$ cat config.mk
export PLATFORM = sky130hd
export DESIGN_NAME = alu_serial_tx
export DESIGN_NICKNAME = d
export VERILOG_FILES = /design/src/rtl/alu_serial_tx.sv
export SDC_FILE = /design/constraint.sdc
export NUM_CORES = 1
export LEC_CHECK = 0
export BUFFER_PORTS_ARGS = -buffer_cell sky130_fd_sc_hd__buf_4
export CORE_MARGIN = 2
export CORE_UTILIZATION = 56
export DETAILED_ROUTE_END_ITERATION = 6
export PLACE_DENSITY = 0.77
export SETUP_SLACK_MARGIN = 0.2
export SYNTH_ARGS = -nofsm -noshare
export SYNTH_HDL_FRONTEND = slang
export SYNTH_SLANG_ARGS = --single-unit
$ cat constraint.sdc
create_clock -name clk -period 1.9 [get_ports clk]
set_input_delay 0.285 -clock clk [delete_from_list [all_inputs] [get_ports clk]]
set_output_delay 0.285 -clock clk [all_outputs]
set_load 0.01 [all_outputs]
$ cat src/rtl/alu_serial_tx.sv
// rtl/alu_serial_tx.sv - bit-serial MSB-first transmitter for ALU result and flags
module alu_serial_tx #(
  parameter int CLKS_PER_BIT = 4
) (
  input  logic       clk,
  input  logic       rst_n,
  input  logic [7:0] data_in,
  input  logic [3:0] flags_in,
  input  logic       send_flags,
  input  logic       start,
  input  logic       abort,
  output logic       ser_out,
  output logic       bit_stb,
  output logic       busy,
  output logic       done
);

  typedef enum logic {
    IDLE  = 1'b0,
    SHIFT = 1'b1
  } state_t;

  localparam logic [7:0] LP_DIV_LAST = 8'(CLKS_PER_BIT - 1);

  state_t      r_state, w_state_nxt;
  logic [11:0] r_shreg, w_shreg_nxt;
  logic [3:0]  r_len, w_len_nxt;
  logic [3:0]  r_bit_idx, w_bit_idx_nxt;
  logic [7:0]  r_div_cnt, w_div_cnt_nxt;
  logic        r_done, w_done_nxt;
  logic        w_stb;

  assign w_stb = (r_state == SHIFT) && (r_div_cnt == LP_DIV_LAST);

  always_ff @(posedge clk or negedge rst_n) begin
    if (!rst_n) begin
      r_state   <= IDLE;
      r_shreg   <= '0;
      r_len     <= '0;
      r_bit_idx <= '0;
      r_div_cnt <= '0;
      r_done    <= 1'b0;
    end else begin
      r_state   <= w_state_nxt;
      r_shreg   <= w_shreg_nxt;
      r_len     <= w_len_nxt;
      r_bit_idx <= w_bit_idx_nxt;
      r_div_cnt <= w_div_cnt_nxt;
      r_done    <= w_done_nxt;
    end
  end

  always_comb begin
    w_state_nxt   = r_state;
    w_shreg_nxt   = r_shreg;
    w_len_nxt     = r_len;
    w_bit_idx_nxt = r_bit_idx;
    w_div_cnt_nxt = r_div_cnt;
    w_done_nxt    = 1'b0;
    case (r_state)
      IDLE: begin
        if (start) begin
          w_shreg_nxt   = {data_in, flags_in};
          w_len_nxt     = send_flags ? 4'd12 : 4'd8;
          w_bit_idx_nxt = '0;
          w_div_cnt_nxt = '0;
          w_state_nxt   = SHIFT;
        end
      end
      SHIFT: begin
        // abort wins over a coincident last-bit completion
        if (abort) begin
          w_state_nxt   = IDLE;
          w_shreg_nxt   = '0;
          w_bit_idx_nxt = '0;
          w_div_cnt_nxt = '0;
        end else if (w_stb) begin
          if (r_bit_idx == r_len - 4'd1) begin
            w_state_nxt   = IDLE;
            w_done_nxt    = 1'b1;
            w_shreg_nxt   = '0;
            w_bit_idx_nxt = '0;
            w_div_cnt_nxt = '0;
          end else begin
            w_shreg_nxt   = {r_shreg[10:0], 1'b0};
            w_bit_idx_nxt = r_bit_idx + 4'd1;
            w_div_cnt_nxt = '0;
          end
        end else begin
          w_div_cnt_nxt = r_div_cnt + 8'd1;
        end
      end
      default: w_state_nxt = IDLE;
    endcase
  end

  assign ser_out = (r_state == SHIFT) && r_shreg[11];
  assign bit_stb = w_stb;
  assign busy    = (r_state == SHIFT);
  assign done    = r_done;

endmodule

* Word level (Yosys, flattened, before mapping)
Index checks and enable logic that the tools add are counted.
** Storage, ports and cells
- Input bits :: 17
- Word-level logic and storage cells :: 42
- Register bits after elaboration :: 30
** Operators by class
- Mux-type cells :: 24
- Equality and inequality tests :: 4
- Add/sub/neg operators :: 3
- Bitwise logic cells :: 1
- Reduce and logical (&&, ||, !) cells :: 4
** Operators with widths (number)
- 2-to-1 mux 12 bit :: 4
- 2-to-1 mux 8 bit :: 3
- case mux 12 bit (2 select lines) :: 1
- 2-to-1 mux 4 bit :: 4
- case mux 8 bit (2 select lines) :: 1
- adder 8 x 1 -> 8 bit, second input constant :: 1
- == test 8 x 2 -> 1 bit, second input constant :: 1
- 2-to-1 mux 1 bit :: 8
- case mux 4 bit (2 select lines) :: 1
- adder 4 x 1 -> 4 bit, second input constant :: 1
- == test 4 bit :: 1
- AND reduction 2 bit :: 2
- subtractor 4 x 1 -> 4 bit, second input constant :: 1
- 2-to-1 mux 3 bit :: 1
- inequality test 3 bit, second input constant :: 1
- logical AND 1 bit :: 2
- inequality test 2 bit, second input constant :: 1
- case mux 1 bit (2 select lines) :: 1
- NOT 1 bit :: 1

* Logic depth before layout (Yosys ltp)
Gate-level depths: netlist (run 1).
- Depth in word-level cells :: 6
- Depth in mapped cells :: 6
- Gate-level depth less buffers :: 5

* Worst setup path after synthesis (run 1)
OpenSTA, ideal clock, no wires.
- Kind :: register to register
- From :: reg r_div_cnt[0]
- To :: reg r_shreg[9]
- Buffers on the path :: 0
- Arrival :: 1.413 ns
- Period minus slack after synthesis :: 1.538 ns
- Path slack :: 0.362 ns
- Stages on the path, launching flop included :: 6
- Library setup time :: 0.125 ns
- Data required time :: 1.775 ns
- Path through :: dfrtp_1 ha_1 nor4b_4 a21oi_1 nor2_2 mux2_2
** Between the ends
- Longest elaborated chain between the ends :: 4
** RTL lines
- start: declaration :: line 29 : logic [7:0] r_div_cnt, w_div_cnt_nxt;
- start signal: assignment :: line 48 : r_div_cnt <= w_div_cnt_nxt;
- == test 8 x 2 -> 1 bit :: line 33 : assign w_stb = (r_state == SHIFT) && (r_div_cnt == LP_DIV_LAST);
- logical AND 1 bit :: line 33
- inequality test 3 bit (no source line)
- AND reduction 2 bit (no source line)
- end signal: assignment :: line 45 : r_shreg <= w_shreg_nxt;
- end: declaration :: line 26 : logic [11:0] r_shreg, w_shreg_nxt;
Every way passes these cells.
A chain may end at the register's enable or synchronous reset.

* Final worst setup path (run 1)
- From :: reg r_div_cnt[0]
- To :: out bit_stb
** Between the ends
- Longest elaborated chain between the ends :: 2
** RTL lines
- == test 8 x 2 -> 1 bit :: line 33
- logical AND 1 bit :: line 33
- end: declaration :: line 13 : output logic bit_stb,
Every way passes these cells.

==> flow_metrics.tcl, run 1 <==
set metrics [dict create \
    rsz0062_at_grt "true" \
    slew-limit-headroom 0.665 \
    syn_area_mm2 0.00157 \
    crit_slowest_cell "dfrtp_1" \
    vias_per_cell 6.29 \
    worstPathCellList "ha_2, nand2b_1, nor3_2, and3_1, buf_4" \
    power_leakage_nw 0.814 \
    cts_tree "done" \
    cp_slowest_stage_delay_ns 0.42 \
    postSynthAreaPerCell_um2 10.5 \
    crit_path_max_fanout 3 \
    period_share 0.882 \
    drt-initial-drc-count 39 \
    grt_pass1_wl_um 6000 \
    placedCellCount 197 \
    via_count 1290 \
    utilization 0.689 \
    yosysSeqAreaShare 0.446 \
    syn2layout_area_growth_pct 18.8 \
    hold_viol 0 \
    antenna_found_initial 0 \
    start_util 0.580 \
    drt-pass1-iter-count 4 \
    grt_max_degree 29 \
    fin_setup_tns_ns 0 \
    num_rows 19 \
    io_buffers 20 \
    use_met2 0.392 \
    status "finished clean" \
    numCtsBuffers 3 \
    synth_nets 169 \
    peakVddDrop_mv 0.476 \
    crit_path_start_kind "flip-flop" \
    finalWeightedCongestion 0.845 \
    yosys.area.top_type "dfrtp_1" \
    drv_cap 0 \
    crit_arrival_ns 1.39 \
    hpwl_um 2370 \
    yosys_register_bits 28 \
    track_usage 0.232 \
    die_w_um 57.0 \
    path_class "reg -> out" \
    postSynthCellCount 149 \
    hold_path_class "in -> reg" \
    powerDensity_mw_per_mm2 747 \
    totalWireLength_um 3390 \
    clockBufferDepth 2 \
    critPathCaptureType "primary output" \
    drc 0 \
    required_ns 1.62 \
    ys_top_cells_by_area "dfrtp_1 (45%), a2bb2oi_2 (9.6%), o21ai_0 (6.1%), nand3b_1 (5.7%), nor4b_4 (3.0%)" \
    fmax_mhz 596 \
    yosysTopAreaCellShare 0.446 \
    top_usage_layer "met2" \
    routedWlPerCell_um 16.5 \
    grt_pass1_vias 1320 \
    clock_latency_ns 0.32 \
    synth_cell_types 40 \
    stdcell_count 205 \
    core_region_area_mm2 0.00271 \
    skew_ns 0.00214 \
    clkTransAtPathRegs_ns 0.15 \
    met1_usage 0.310 \
    diodes 0 \
    placed_area_mm2 0.00176 \
    cts.sinks 28 \
    min_period_ns 1.68 \
    yosys_warnings 0 \
    ios 21 \
    nNetsFinal 195 \
    setup_viol 0 \
    reg2reg_slack_ns 0.24 \
    clockRootBuffer "clkbuf_4" \
    stdcell_area_mm2 0.00187 \
    tightest_slew_ns 0.503 \
    grtUsageMet3 0.0295 \
    antenna_left 0 \
    drive_gt1_frac 0.345 \
    htree_num_levels 1 \
    maxSlewViolCount 0 \
    die-area_mm2 0.00325 \
    die_y_um 57.0 \
    overflow 0 \
]
==> Yosys cell counts, drive strengths merged <==
master / count
o22ai: 1
nand3b: 12
or3: 1
nor4b: 3
nor2: 2
nand4: 2
or2: 1
clkbuf: 4
a22oi: 1
inv: 2
o21ai: 20
a41oi: 1
and3: 4
nor3: 3
a22o: 2
buf: 7
a21o: 1
a211o: 1
nand3: 6
o41ai: 1
and2: 2
nor2b: 1
a21oi: 3
nand2: 11
dfrtp: 28
xnor2: 2
mux2: 2
xor2: 1
nand2b: 6
a31oi: 4
ha: 3
mux2i: 1
a2bb2oi: 10
==> cell type report <==
class                      count  area [µm²]
timing repair buffer          32         246
tap                           31        38.8
multi-input combinational    108         836
inverter                       2        7.51
fill                         207         843
clock buffer                   4        36.3
sequential                    28         702
==> path summary, 6_finish.rpt <==
kind,depth (start not counted),startpoint,endpoint
max,5,r_div_cnt[0],bit_stb
min,2,send_flags,r_len[2]
max reg2reg,5,r_div_cnt[0],busy
min reg2reg,1,r_bit_idx[2],r_bit_idx[2]
max in group asynchronous,2,rst_n,r_div_cnt[2]
min in group asynchronous,2,rst_n,r_len[2]
==> critical path, delay by kind of cell, from the launching register on <==
family,cells,cell delay (ns)
adder cells (fa/ha/maj),1,0.20
AND/OR/NAND/NOR,3,0.31
buffers and inverters,1,0.14
flip-flops,1,0.42
==> power by group <==
| group | leakage (nW) | switching [mW] | internal (mW) | total, mW |
|---|---|---|---|---|
| Sequential | 0.349 | 0.0665 | 0.675 | 0.742 |
| Clock | 0.0210 | 0.173 | 0.117 | 0.290 |
| Combinational | 0.444 | 0.158 | 0.204 | 0.362 |
==> per-stage QoR <==
step	hold slack, ns	setup WS [ns]	power, mW
2_1_floorplan	-0.0106	0.362	0.988
3_5_place_dp	0.223	0.0343	1.09
4_1_cts	0.180	0.207	1.39
3_3_place_gp	0.216	0.129	1.07
5_1_grt	0.171	0.114	1.47
6_report	0.187	0.224	1.39
==> kinds of logic (layout without fill, tap and decap cells) <==
| logic type | after synthesis | after routing | synth area share |
|---|---|---|---|
| compound gates | 45 | 45 | 0.226 |
| xor+xnor | 3 | 3 | 0.0167 |
| fa+ha+maj | 3 | 3 | 0.0239 |
| buf+inv | 13 | 38 | 0.0446 |
| flops | 28 | 28 | 0.446 |
| mux | 3 | 3 | 0.0207 |
| simple gates | 54 | 54 | 0.222 |
==> layout by cell type, fill, tap and decap left out, drive strengths merged, types with 3 or more instances in the layout <==
master,instances
a21oi,3
a2bb2oi,10
a31oi,4
and3,4
buf,31
clkbuf,4
dfrtp,28
ha,3
nand2,11
nand2b,6
nand3,6
nand3b,12
nor3,3
nor4b,3
o21ai,20
==> state kept, by name, summed over array words and instances (netlist names) <==
signal,flops
busy,1
done,1
r_bit_idx,4
r_div_cnt,8
r_len,2
r_shreg,12
==> metal layers <==
| layer | share of wire | vias up | wire length [µm] |
|---|---|---|---|
| li1 | - | 596 | - |
| met5 | 0 | - | 0 |
| met4 | 0.012 | 0 | 41 |
| met1 | 0.44 | 649 | 1480 |
| met2 | 0.51 | 39 | 1710 |
| met3 | 0.047 | 6 | 159 |
==> timing repair <==
item	CTS	global route
setup endpoints to repair	12	18
gates resized for setup	1	9
pin swaps	0	1
cloned	0	0
setup buffers	2	1
endpoints found under the hold margin	28	0
hold buffers	1	0
(Power assumes the default switching activity.)
==> inputs of run 2 (changes only) <==
--- a/config.mk
+++ b/config.mk
@@ -5,12 +5,14 @@
 export SDC_FILE = /design/constraint.sdc
 export NUM_CORES = 1
 export LEC_CHECK = 0
+export ABC_AREA = 1
 export BUFFER_PORTS_ARGS = -buffer_cell sky130_fd_sc_hd__buf_4
 export CORE_MARGIN = 2
 export CORE_UTILIZATION = 56
 export DETAILED_ROUTE_END_ITERATION = 6
 export PLACE_DENSITY = 0.77
 export SETUP_SLACK_MARGIN = 0.2
+export SLEW_MARGIN = 20
 export SYNTH_ARGS = -nofsm -noshare
 export SYNTH_HDL_FRONTEND = slang
 export SYNTH_SLANG_ARGS = --single-unit
==> flow_metrics.tcl, run 2 <==
set metrics [dict create \
    status "finished clean" \
    drt-initial-drc-count 64 \
    vias_per_cell 4.89 \
    final_common_cell "nand2_1" \
    critPathLaunch "r_div_cnt[1]" \
    grt_pass1_wl_um 5300 \
    p_int_mw 0.909 \
    htree_num_levels 1 \
    clockBufferDepth 2 \
    diodes 0 \
    crit_path_frequent_cell "nand2_1" \
    synth_nets 244 \
    tightest_slew_ns 0.395 \
    top_register "r_shreg" \
    skew_ns 0.0105 \
    cts.sinks 28 \
    yosys.area.top_type "dfrtp_1" \
    fmax_mhz 601 \
    mostFrequentLayoutCells "nand2_1 (99), dfrtp_1 (28), buf_4 (27)" \
    grt_pass1_vias 1213 \
    slew-limit-headroom 0.736 \
    drc 0 \
    syn_area_mm2 0.00157 \
    postSynthCellCount 224 \
    crit_arrival_ns 1.38 \
    num_rows 19 \
    numCtsBuffers 3 \
    r2r_cells 11 \
    hold_viol 0 \
    yosys_warnings 0 \
    period_share 0.876 \
    antenna_left 0 \
    ys_top_cells_by_area "dfrtp_1 (45%), nand2_1 (24%), inv_1 (6.2%), nor2_1 (5.5%), nand3_1 (3.5%)" \
    drt-pass1-iter-count 4 \
    clock_latency_ns 0.32 \
    start_util 0.578 \
    rsz0062_at_grt "true" \
    die_w_um 56.9 \
    setup_viol 0 \
    largest_registers "r_shreg (12), r_div_cnt (8), r_bit_idx (4)" \
    antenna_found_initial 0 \
    yosysTopAreaCellShare 0.447 \
    maxSlewViolCount 0 \
    clockRootBuffer "clkbuf_4" \
    async_reset_ff_frac 1.00 \
    synth_cell_types 21 \
    clkTransAtPathRegs_ns 0.14 \
    top_usage_layer "met2" \
    largest_register_ffs 12 \
    crit_slowest_cell "dfrtp_1" \
    p_comb_frac 0.235 \
    path_class "reg -> out" \
    hold_ws_ns 0.194 \
    nNetsFinal 272 \
    crit_path_max_fanout 5 \
    use_met2 0.333 \
    worstPathCellList "ha_2, nand2_1, clkinv_1, nand2_1, nor2_4, buf_4" \
    totalWireLength_um 2990 \
    overflow 0 \
    p_clk_frac 0.216 \
    power_frac_seq 0.549 \
    critPathCaptureType "primary output" \
    synth_common_cells "nand2_1 (100), dfrtp_1 (28), inv_1 (26)" \
    core_region_area_mm2 0.00271 \
    die-area_mm2 0.00324 \
    routedWlPerCell_um 10.6 \
    ios 21 \
    cts_tree "done" \
    postSynthAreaPerCell_um2 6.99 \
    fin_setup_tns_ns 0 \
    switchingPower_mw 0.382 \
    drive_gt1_frac 0.155 \
    yosysSeqAreaShare 0.447 \
    r2r-start "r_div_cnt[1]" \
    rr_endpoint "r_bit_idx[3]" \
    crit_path_start_kind "flip-flop" \
    met1_usage 0.288 \
    placedCellCount 273 \
    die_y_um 56.9 \
    syn2layout_area_growth_pct 16.7 \
    drv_cap 0 \
    reg2reg_slack_ns 0.34 \
    grtUsageMet3 0.0484 \
    required_ns 1.62 \
    finalWeightedCongestion 0.869 \
    hold_path_class "in -> reg" \
    hpwl_um 2120 \
    stdcell_count 282 \
    synth_edf_count 0 \
    cp_slowest_stage_delay_ns 0.39 \
    p_sw_frac 0.296 \
    synth.most_common_cell "nand2_1" \
    ys.flop_type "dfrtp_1" \
    via_count 1378 \
    io_buffers 20 \
    min_period_ns 1.66 \
    track_usage 0.206 \
    powerDensity_mw_per_mm2 706 \
    grt_max_degree 29 \
    power_leakage_nw 1.00 \
    endpoint "bit_stb" \
    yosys_register_bits 28 \
    peakVddDrop_mv 0.826 \
]
==> run 2: timing repair <==
item / in CTS / in global routing
setup buffers: 2 / 2
endpoints found under the setup margin: 1 / 4
gates resized for setup: 0 / 2
pin swaps: 1 / 1
hold buffers: 1 / 0
endpoints found under the hold margin: 28 / 0
==> run 2: power groups by stage <==
stage / combinational (mW) / sequential (mW) / clock [mW]
2_1_floorplan: 0.199 / 0.715 / 0
3_3_place_gp: 0.284 / 0.723 / 0
3_5_place_dp: 0.286 / 0.724 / 0
4_1_cts: 0.301 / 0.708 / 0.289
5_1_grt: 0.350 / 0.718 / 0.318
6_report: 0.303 / 0.709 / 0.279
==> run 2: worst min-delay path by stage <==
stage	from	end	slack [ns]	depth (start not counted)
2_1_floorplan	rst_n	busy	-0.01	0
3_3_place_gp	rst_n	r_len[2]	0.22	1
3_5_place_dp	rst_n	r_bit_idx[2]	0.22	1
4_1_cts	flags_in[0]	r_shreg[0]	0.19	3
5_1_grt	flags_in[0]	r_shreg[0]	0.18	3
6_report	send_flags	r_len[2]	0.19	3
==> run 2: metrics by stage <==
step                instance area [µm²]  utilization  total power, mW  setup slack [ns]
CTS                                1810        0.667             1.30             0.216
detailed placement                 1750        0.645             1.01             0.332
global placement                   1750        0.645             1.01             0.362
floorplan                          1570            -            0.914             0.424
finish                             1830        0.675             1.29             0.235
global route                       1830        0.675             1.39             0.136
==> run 2: kinds of logic (layout without fill, tap and decap cells) <==
family,count (synthesis),in the layout,synth area share
buf+inv,33,60,0.0871
xor+xnor,5,5,0.0280
compound gates,15,15,0.0511
fa+ha+maj,3,3,0.0240
simple gates,140,140,0.363
flops,28,28,0.447
==> run 2: worst max-delay path, delay by kind of cell (launching register included) <==
family	cells	cell delay, ns
buf+inv	2	0.20
fa+ha+maj	1	0.19
flops	1	0.39
simple gates	3	0.30
==> run 2: layout make-up <==
cell class / instances / area, µm²
fillers: 239 / 882
flip-flops and latches: 28 / 701
well taps: 31 / 38.8
inverters: 28 / 105
repair buffers: 28 / 213
clock buffers: 4 / 36.3
multi-input cells: 163 / 734
==> run 2: routing by layer <==
metal	routed length, µm	part of all wire
met5	0	0
met1	1450	0.48
met2	1380	0.46
met3	137	0.046
met4	21	0.0070
